==> src/rtl/alu_mult_sequencer_if.sv <==
// Request/result and shared-ALU signals of the shift-add multiplier sequencer.
// slave = sequencer side, master = requester/ALU side.
interface alu_mult_sequencer_if #(
   parameter int unsigned WIDTH = 32
);
   logic             start;
   logic [WIDTH-1:0] opA;
   logic [WIDTH-1:0] opB;
   logic             busy;
   logic             done;
   logic [WIDTH-1:0] result;
   logic [2:0]       aluControl;
   logic [WIDTH-1:0] aluSrcA;
   logic [WIDTH-1:0] aluSrcB;
   logic [WIDTH-1:0] aluOut;

   modport slave (
      input  start, opA, opB, aluOut,
      output busy, done, result, aluControl, aluSrcA, aluSrcB
   );

   modport master (
      output start, opA, opB, aluOut,
      input  busy, done, result, aluControl, aluSrcA, aluSrcB
   );
endinterface

==> src/rtl/alu_mult_sequencer.sv <==
// Multi-cycle unsigned multiplier (low WIDTH bits of opA*opB) that borrows the
// shared ALU for one ADD per iteration while busy.
module alu_mult_sequencer #(
   parameter int unsigned WIDTH      = 32,
   parameter bit          EARLY_EXIT = 1'b1
) (
   input  logic                 clk,
   input  logic                 rstN,
   alu_mult_sequencer_if.slave  bus
);
   localparam int unsigned CW = $clog2(WIDTH) + 1;

   typedef enum logic [1:0] {
      S_IDLE,
      S_ITER,
      S_DONE
   } state_t;

   state_t           r_state;
   state_t           w_next;
   logic [WIDTH-1:0] r_acc;
   logic [WIDTH-1:0] r_mcand;
   logic [WIDTH-1:0] r_mplier;
   logic [WIDTH-1:0] r_result;
   logic [CW-1:0]    r_count;
   logic [WIDTH-1:0] w_mplier_sh;
   logic             w_last;

   assign w_mplier_sh = r_mplier >> 1;

   always_comb begin
      w_last = (r_count == CW'(1)) || (EARLY_EXIT && (w_mplier_sh == '0));
      w_next = r_state;
      case (r_state)
         S_IDLE:  if (bus.start) w_next = S_ITER;
         S_ITER:  if (w_last) w_next = S_DONE;
         S_DONE:  w_next = S_IDLE;
         default: w_next = S_IDLE;
      endcase
   end

   always_comb begin
      bus.aluControl = 3'b000;
      bus.aluSrcA    = '0;
      bus.aluSrcB    = '0;
      if (r_state == S_ITER) begin
         bus.aluControl = 3'b010;
         bus.aluSrcA    = r_acc;
         bus.aluSrcB    = r_mplier[0] ? r_mcand : '0;
      end
   end

   assign bus.busy   = (r_state != S_IDLE);
   assign bus.done   = (r_state == S_DONE);
   assign bus.result = r_result;

   always_ff @(posedge clk or negedge rstN) begin
      if (!rstN) begin
         r_state  <= S_IDLE;
         r_acc    <= '0;
         r_mcand  <= '0;
         r_mplier <= '0;
         r_count  <= '0;
         r_result <= '0;
      end else begin
         r_state <= w_next;
         case (r_state)
            S_IDLE: begin
               if (bus.start) begin
                  r_acc    <= '0;
                  r_mcand  <= bus.opA;
                  r_mplier <= bus.opB;
                  r_count  <= CW'(WIDTH);
               end
            end
            S_ITER: begin
               r_acc    <= bus.aluOut;
               r_mcand  <= r_mcand << 1;
               r_mplier <= w_mplier_sh;
               r_count  <= r_count - CW'(1);
               // Result loads with the final sum so it is already valid while done is high.
               if (w_last) r_result <= bus.aluOut;
            end
            default: ;
         endcase
      end
   end
endmodule

==> src/flat_wrapper.sv <==
// flat-port wrapper written by rule: the top's interface ports become plain ports
module alu_mult_sequencer_flat 
#(
   parameter int unsigned WIDTH      = 32,
   parameter bit          EARLY_EXIT = 1'b1
)
  (clk, rstN, bus_start, bus_opA, bus_opB, bus_aluOut, bus_busy, bus_done, bus_result, bus_aluControl, bus_aluSrcA, bus_aluSrcB);
  alu_mult_sequencer_if #(.WIDTH(WIDTH)) bus_i ();
  input  logic clk;
  input  logic rstN;
  input wire logic [$bits(bus_i.start)-1:0] bus_start;
  input wire logic [$bits(bus_i.opA)-1:0] bus_opA;
  input wire logic [$bits(bus_i.opB)-1:0] bus_opB;
  input wire logic [$bits(bus_i.aluOut)-1:0] bus_aluOut;
  output wire logic [$bits(bus_i.busy)-1:0] bus_busy;
  output wire logic [$bits(bus_i.done)-1:0] bus_done;
  output wire logic [$bits(bus_i.result)-1:0] bus_result;
  output wire logic [$bits(bus_i.aluControl)-1:0] bus_aluControl;
  output wire logic [$bits(bus_i.aluSrcA)-1:0] bus_aluSrcA;
  output wire logic [$bits(bus_i.aluSrcB)-1:0] bus_aluSrcB;
  assign bus_i.start = bus_start;
  assign bus_i.opA = bus_opA;
  assign bus_i.opB = bus_opB;
  assign bus_i.aluOut = bus_aluOut;
  assign bus_busy = bus_i.busy;
  assign bus_done = bus_i.done;
  assign bus_result = bus_i.result;
  assign bus_aluControl = bus_i.aluControl;
  assign bus_aluSrcA = bus_i.aluSrcA;
  assign bus_aluSrcB = bus_i.aluSrcB;
  alu_mult_sequencer #(.WIDTH(WIDTH), .EARLY_EXIT(EARLY_EXIT)) u_core (.clk(clk), .rstN(rstN), .bus(bus_i));
endmodule
==> config.mk <==
export PLATFORM = sky130hd
export DESIGN_NAME = alu_mult_sequencer_flat
export DESIGN_NICKNAME = d
export VERILOG_FILES = /design/src/rtl/alu_mult_sequencer_if.sv /design/src/rtl/alu_mult_sequencer.sv /design/src/flat_wrapper.sv
export SDC_FILE = /design/constraint.sdc
export NUM_CORES = 1
export LEC_CHECK = 0
export ABC_AREA = 1
export BUFFER_PORTS_ARGS = -buffer_cell sky130_fd_sc_hd__buf_4
export CORE_ASPECT_RATIO = 0.9
export CORE_UTILIZATION = 45
export DETAILED_ROUTE_END_ITERATION = 8
export HOLD_SLACK_MARGIN = 0.06
export PLACE_DENSITY_LB_ADDON = 0.1
export REMOVE_ABC_BUFFERS = 1
export SETUP_SLACK_MARGIN = 0.2
export SYNTH_ARGS = -nofsm -noshare
export SYNTH_HDL_FRONTEND = slang
export SYNTH_SLANG_ARGS = --single-unit
export TNS_END_PERCENT = 50
==> constraint.sdc <==
create_clock -name clk -period 1.6 [get_ports clk]
set_clock_uncertainty 0.2 [all_clocks]
set_input_delay 0.08 -clock clk [delete_from_list [all_inputs] [get_ports clk]]
set_output_delay 0.08 -clock clk [all_outputs]
set_load 0.02 [all_outputs]
==> metrics.csv <==
stage,metric,value,unit
placed_design,IO buf count,197,
critical_path,crit path cell chain,nor2_8 -> nand2_8 -> clkbuf_16 -> nor2_4 -> buf_6,
route,drt pass-1 iters,7,
placed_design,Inst Count DP,1055,
floorplanning,Starting Density,47.0,%
floorplanning,Die Wd,125,um
floorplanning,FP Rows,39,
grt,GR peak layer,met2,
grt,antenna violations before repair,1,
critical_path,Crit Path Class,reg -> out,
cells_and_area,Syn-to-layout area delta,85.3,%
synthesis,yosys warns,0,
sta,crit share post-route,122,%
status,failing checks,"DRC, hold timing, setup timing",
power,Flop pwr share,26.7,%
sta,hold_ws,-0.0529,ns
cells_and_area,Nets,1160,
grt,first-pass GRT wire length,32700,um
critical_path,crit-path max FO,8,
critical_path,R2R depth,11,
floorplanning,floorplan core area,13000,um^2
route,First DRT Iteration DRCs,587,
power,P per Cell Area,2050,nW/um^2
sta,"Slew Viols, Final",0,
floorplanning,Die Ht,112,um
cts,CTS tree,built,
cells_and_area,fin cells,1235,
floorplanning,Die Area,14000,um^2
placed_design,Placed Instance Area,7910,um^2
placed_design,Setup Slack @ Placement,-0.217,ns
critical_path,worst path bufs/invs,2,
sta,Final TNS setup,-42.40,ns
grt,GR Util met3,7.20,%
cts,maximum root-to-sink buffer count,2,
hold_path,Hold WC Path Type,in -> async,
synthesis,Post-Synthesis Mean Instance Area,8.66,um^2
status,outcome,"finished, violations left",
cts,H-tree Lvls,4,
power,Clk pwr share,15.8,%
route,# DRC,12,
grt,vias in the first global route,6625,
grt,gr ovfl total,0,
route,DRT Wirelength,24400,um
cts,CTS root buf,clkbuf_16,
grt,M2 GR Usage,52.7,%
critical_path,"Arr. time, crit path",1.68,ns
critical_path,worst stage delay on the critical path,0.45,ns
sta,RSZ-0062 raised after global routing,true,
cells_and_area,ratio of cells with drive above 1 in the final layout,41.0,%
cts,CTS sink count,136,
critical_path,r2r setup slk,-0.29,ns
route,Post-DRT Antenna Nets,0,
power,Leakage,5.36,nW
critical_path,"delay-heaviest family, CP",simple AND/OR/NAND/NOR gates,
synthesis,count of state elements after synthesis,136,
critical_path,"slowest stage cell, crit path",dfrtp_2,
critical_path,CP endpoint kind,primary output,
floorplanning,IO Pins,200,
run,Max Cap Violations,0,
route,WL per Instance,19.8,um
power,P_int,13.4,mW
critical_path,RR Endpoint,u_core.bus.result[16],
power,switching pwr,9.81,mW
route,Via Count,6800,
synthesis,Netlist cell types,27,
power,total power,23.2,mW
cts,clk_lat worst skew,0.41,ns
cts,total CTS buffers,17,
synthesis,Synth Instances,705,
sta,"Hold Violations, Final",33,
power,VDD IR max,0.00141,V
synthesis,synthesized cell area,6100,um^2
placed_design,DPL Wire Length,11300,um
sta,Final WS setup,-0.355,ns
cells_and_area,fin area,11300,um^2
grt,grt met1 use,36.0,%
sta,setup violators final,202,
sta,min Tclk post-route,1.96,ns
critical_path,CP Launch Type,register,
synthesis,"Seq/Total Area, Yosys",55.7,%
power,Switching Share,42.2,%
grt,GRT Overall Usage,29.9,%
power,Logic pwr share,57.5,%
critical_path,Critical Path RT,1.32,ns
critical_path,Worst R2R Start,u_core.r_mplier[29],
route,Via density,5.51,
placed_design,gpl congestion,0.836,
grt,largest net degree at the start of global routing,51,
sta,Peak Freq,511,MHz
cts,Worst-path clk slew,0.06,ns
cts,CTS Hold Buffers Added,98,
cells_and_area,Util after Layout,87.2,%
-- area by class of cell --
class	count	area (um^2)
diodes	1	2.50
repair buffers	375	3920
clock buffers	27	503
flip-flops and latches	136	3400
multi-input cells	431	2870
inverters	98	375
clock inverters	3	40.0
well taps	164	205
fillers	611	1670
-- placed cells by master (no fill, tap or decap), types with 6 or more instances in the layout --
master / instances
nor2_1: 22
o21ai_1: 16
a22oi_1: 13
nand3_2: 9
inv_1: 93
nand2_2: 29
dlygate4sd3_1: 98
clkbuf_16: 24
buf_4: 167
a22oi_2: 10
dfrtp_1: 135
nand3_1: 32
clkbuf_1: 6
nor2_2: 7
buf_12: 26
buf_6: 68
nand2_8: 7
o221ai_1: 28
o21ai_0: 45
nor2_4: 59
nand2_1: 131
-- cell usage after synthesis --
library cell | number | area share [%]
buf_2 | 8 | 0.66
nand3_1 | 41 | 3.4
xor2_1 | 1 | 0.14
dfrtp_1 | 136 | 56
o21ai_4 | 1 | 0.27
inv_1 | 94 | 5.8
nor3_1 | 2 | 0.16
a22oi_1 | 23 | 2.8
o211ai_1 | 2 | 0.25
nand2_4 | 1 | 0.18
nand2_2 | 2 | 0.20
nor2_8 | 1 | 0.33
conb_1 | 1 | 0.061
o22ai_1 | 1 | 0.10
a21oi_1 | 2 | 0.16
buf_1 | 2 | 0.12
o21ai_0 | 56 | 4.6
nor2_1 | 88 | 5.4
clkbuf_1 | 18 | 1.1
ha_1 | 2 | 0.41
a22o_1 | 1 | 0.14
buf_4 | 7 | 0.86
o221ai_1 | 31 | 4.4
o21ai_1 | 6 | 0.49
nand2_1 | 164 | 10
inv_2 | 4 | 0.25
buf_6 | 10 | 1.8
-- state kept, by name (all words and copies together) (netlist names) --
name,count
u_core.r_state,2
u_core.r_mcand,32
u_core.r_count,6
u_core.r_acc,32
u_core.r_mplier,32
u_core.bus.result,32
-- layer usage --
metal | up-vias | routed length, um
li1 | 2973 | -
met1 | 3371 | 9270
met2 | 385 | 12600
met3 | 71 | 1740
met4 | 0 | 831
met5 | - | 0
-- worst max-delay path by stage --
stage / slack (ns) / startpoint / cells after the start / endpoint
finish: -0.36 / u_core.r_state[1] / 5 / bus_aluSrcB[11]
global route: -0.41 / u_core.r_mplier[29] / 11 / u_core.bus.result[16]
CTS: -0.27 / u_core.r_state[1] / 5 / bus_aluSrcB[5]
detailed placement: -0.22 / u_core.r_mplier[27] / 8 / u_core.bus.result[30]
global placement: -0.18 / u_core.r_mplier[6] / 8 / u_core.bus.result[28]
floorplan: -1.79 / u_core.r_state[1] / 6 / u_core.r_count[5]
-- timing repair --
item	in CTS	in global routing
setup endpoints to repair	203	203
buffers inserted	17	14
hold endpoints to repair	269	33
pin swaps	21	30
gates resized for setup	111	196
cloned	9	11
-- worst register-to-register path, cell delays in order, from the launching register on --
cell and delay [ns]:
dfrtp_1 0.40, nor2_1 0.12, nand2_1 0.08, nor2_1 0.11, nand2_1 0.11, o21ai_4 0.18, buf_12 0.17, buf_12 0.13
buf_12 0.10, buf_16 0.11, nand3_2 0.06, nand2_1 0.07
-- power by group through the flow --
| stage | Combinational [mW] | Clock (mW) | Sequential, mW |
|---|---|---|---|
| detailed placement | 8.65 | 0 | 5.94 |
| global placement | 8.47 | 0 | 5.89 |
| CTS | 10.2 | 3.68 | 5.97 |
| global route | 14.1 | 3.84 | 6.30 |
| finish | 13.4 | 3.67 | 6.19 |
| floorplan | 4.32 | 0 | 6.28 |
-- kinds of logic (layout without fill, tap and decap cells) --
logic type,count (synthesis),count (layout),synth area share [%]
buf+inv,143,503,10.6
simple gates,299,303,19.7
flops,136,136,55.7
fa+ha+maj,2,2,0.410
xor+xnor,1,1,0.143
compound gates,123,123,13.3
other cells,1,3,0.0614
No activity file was read; power rests on OpenSTA's default activity.
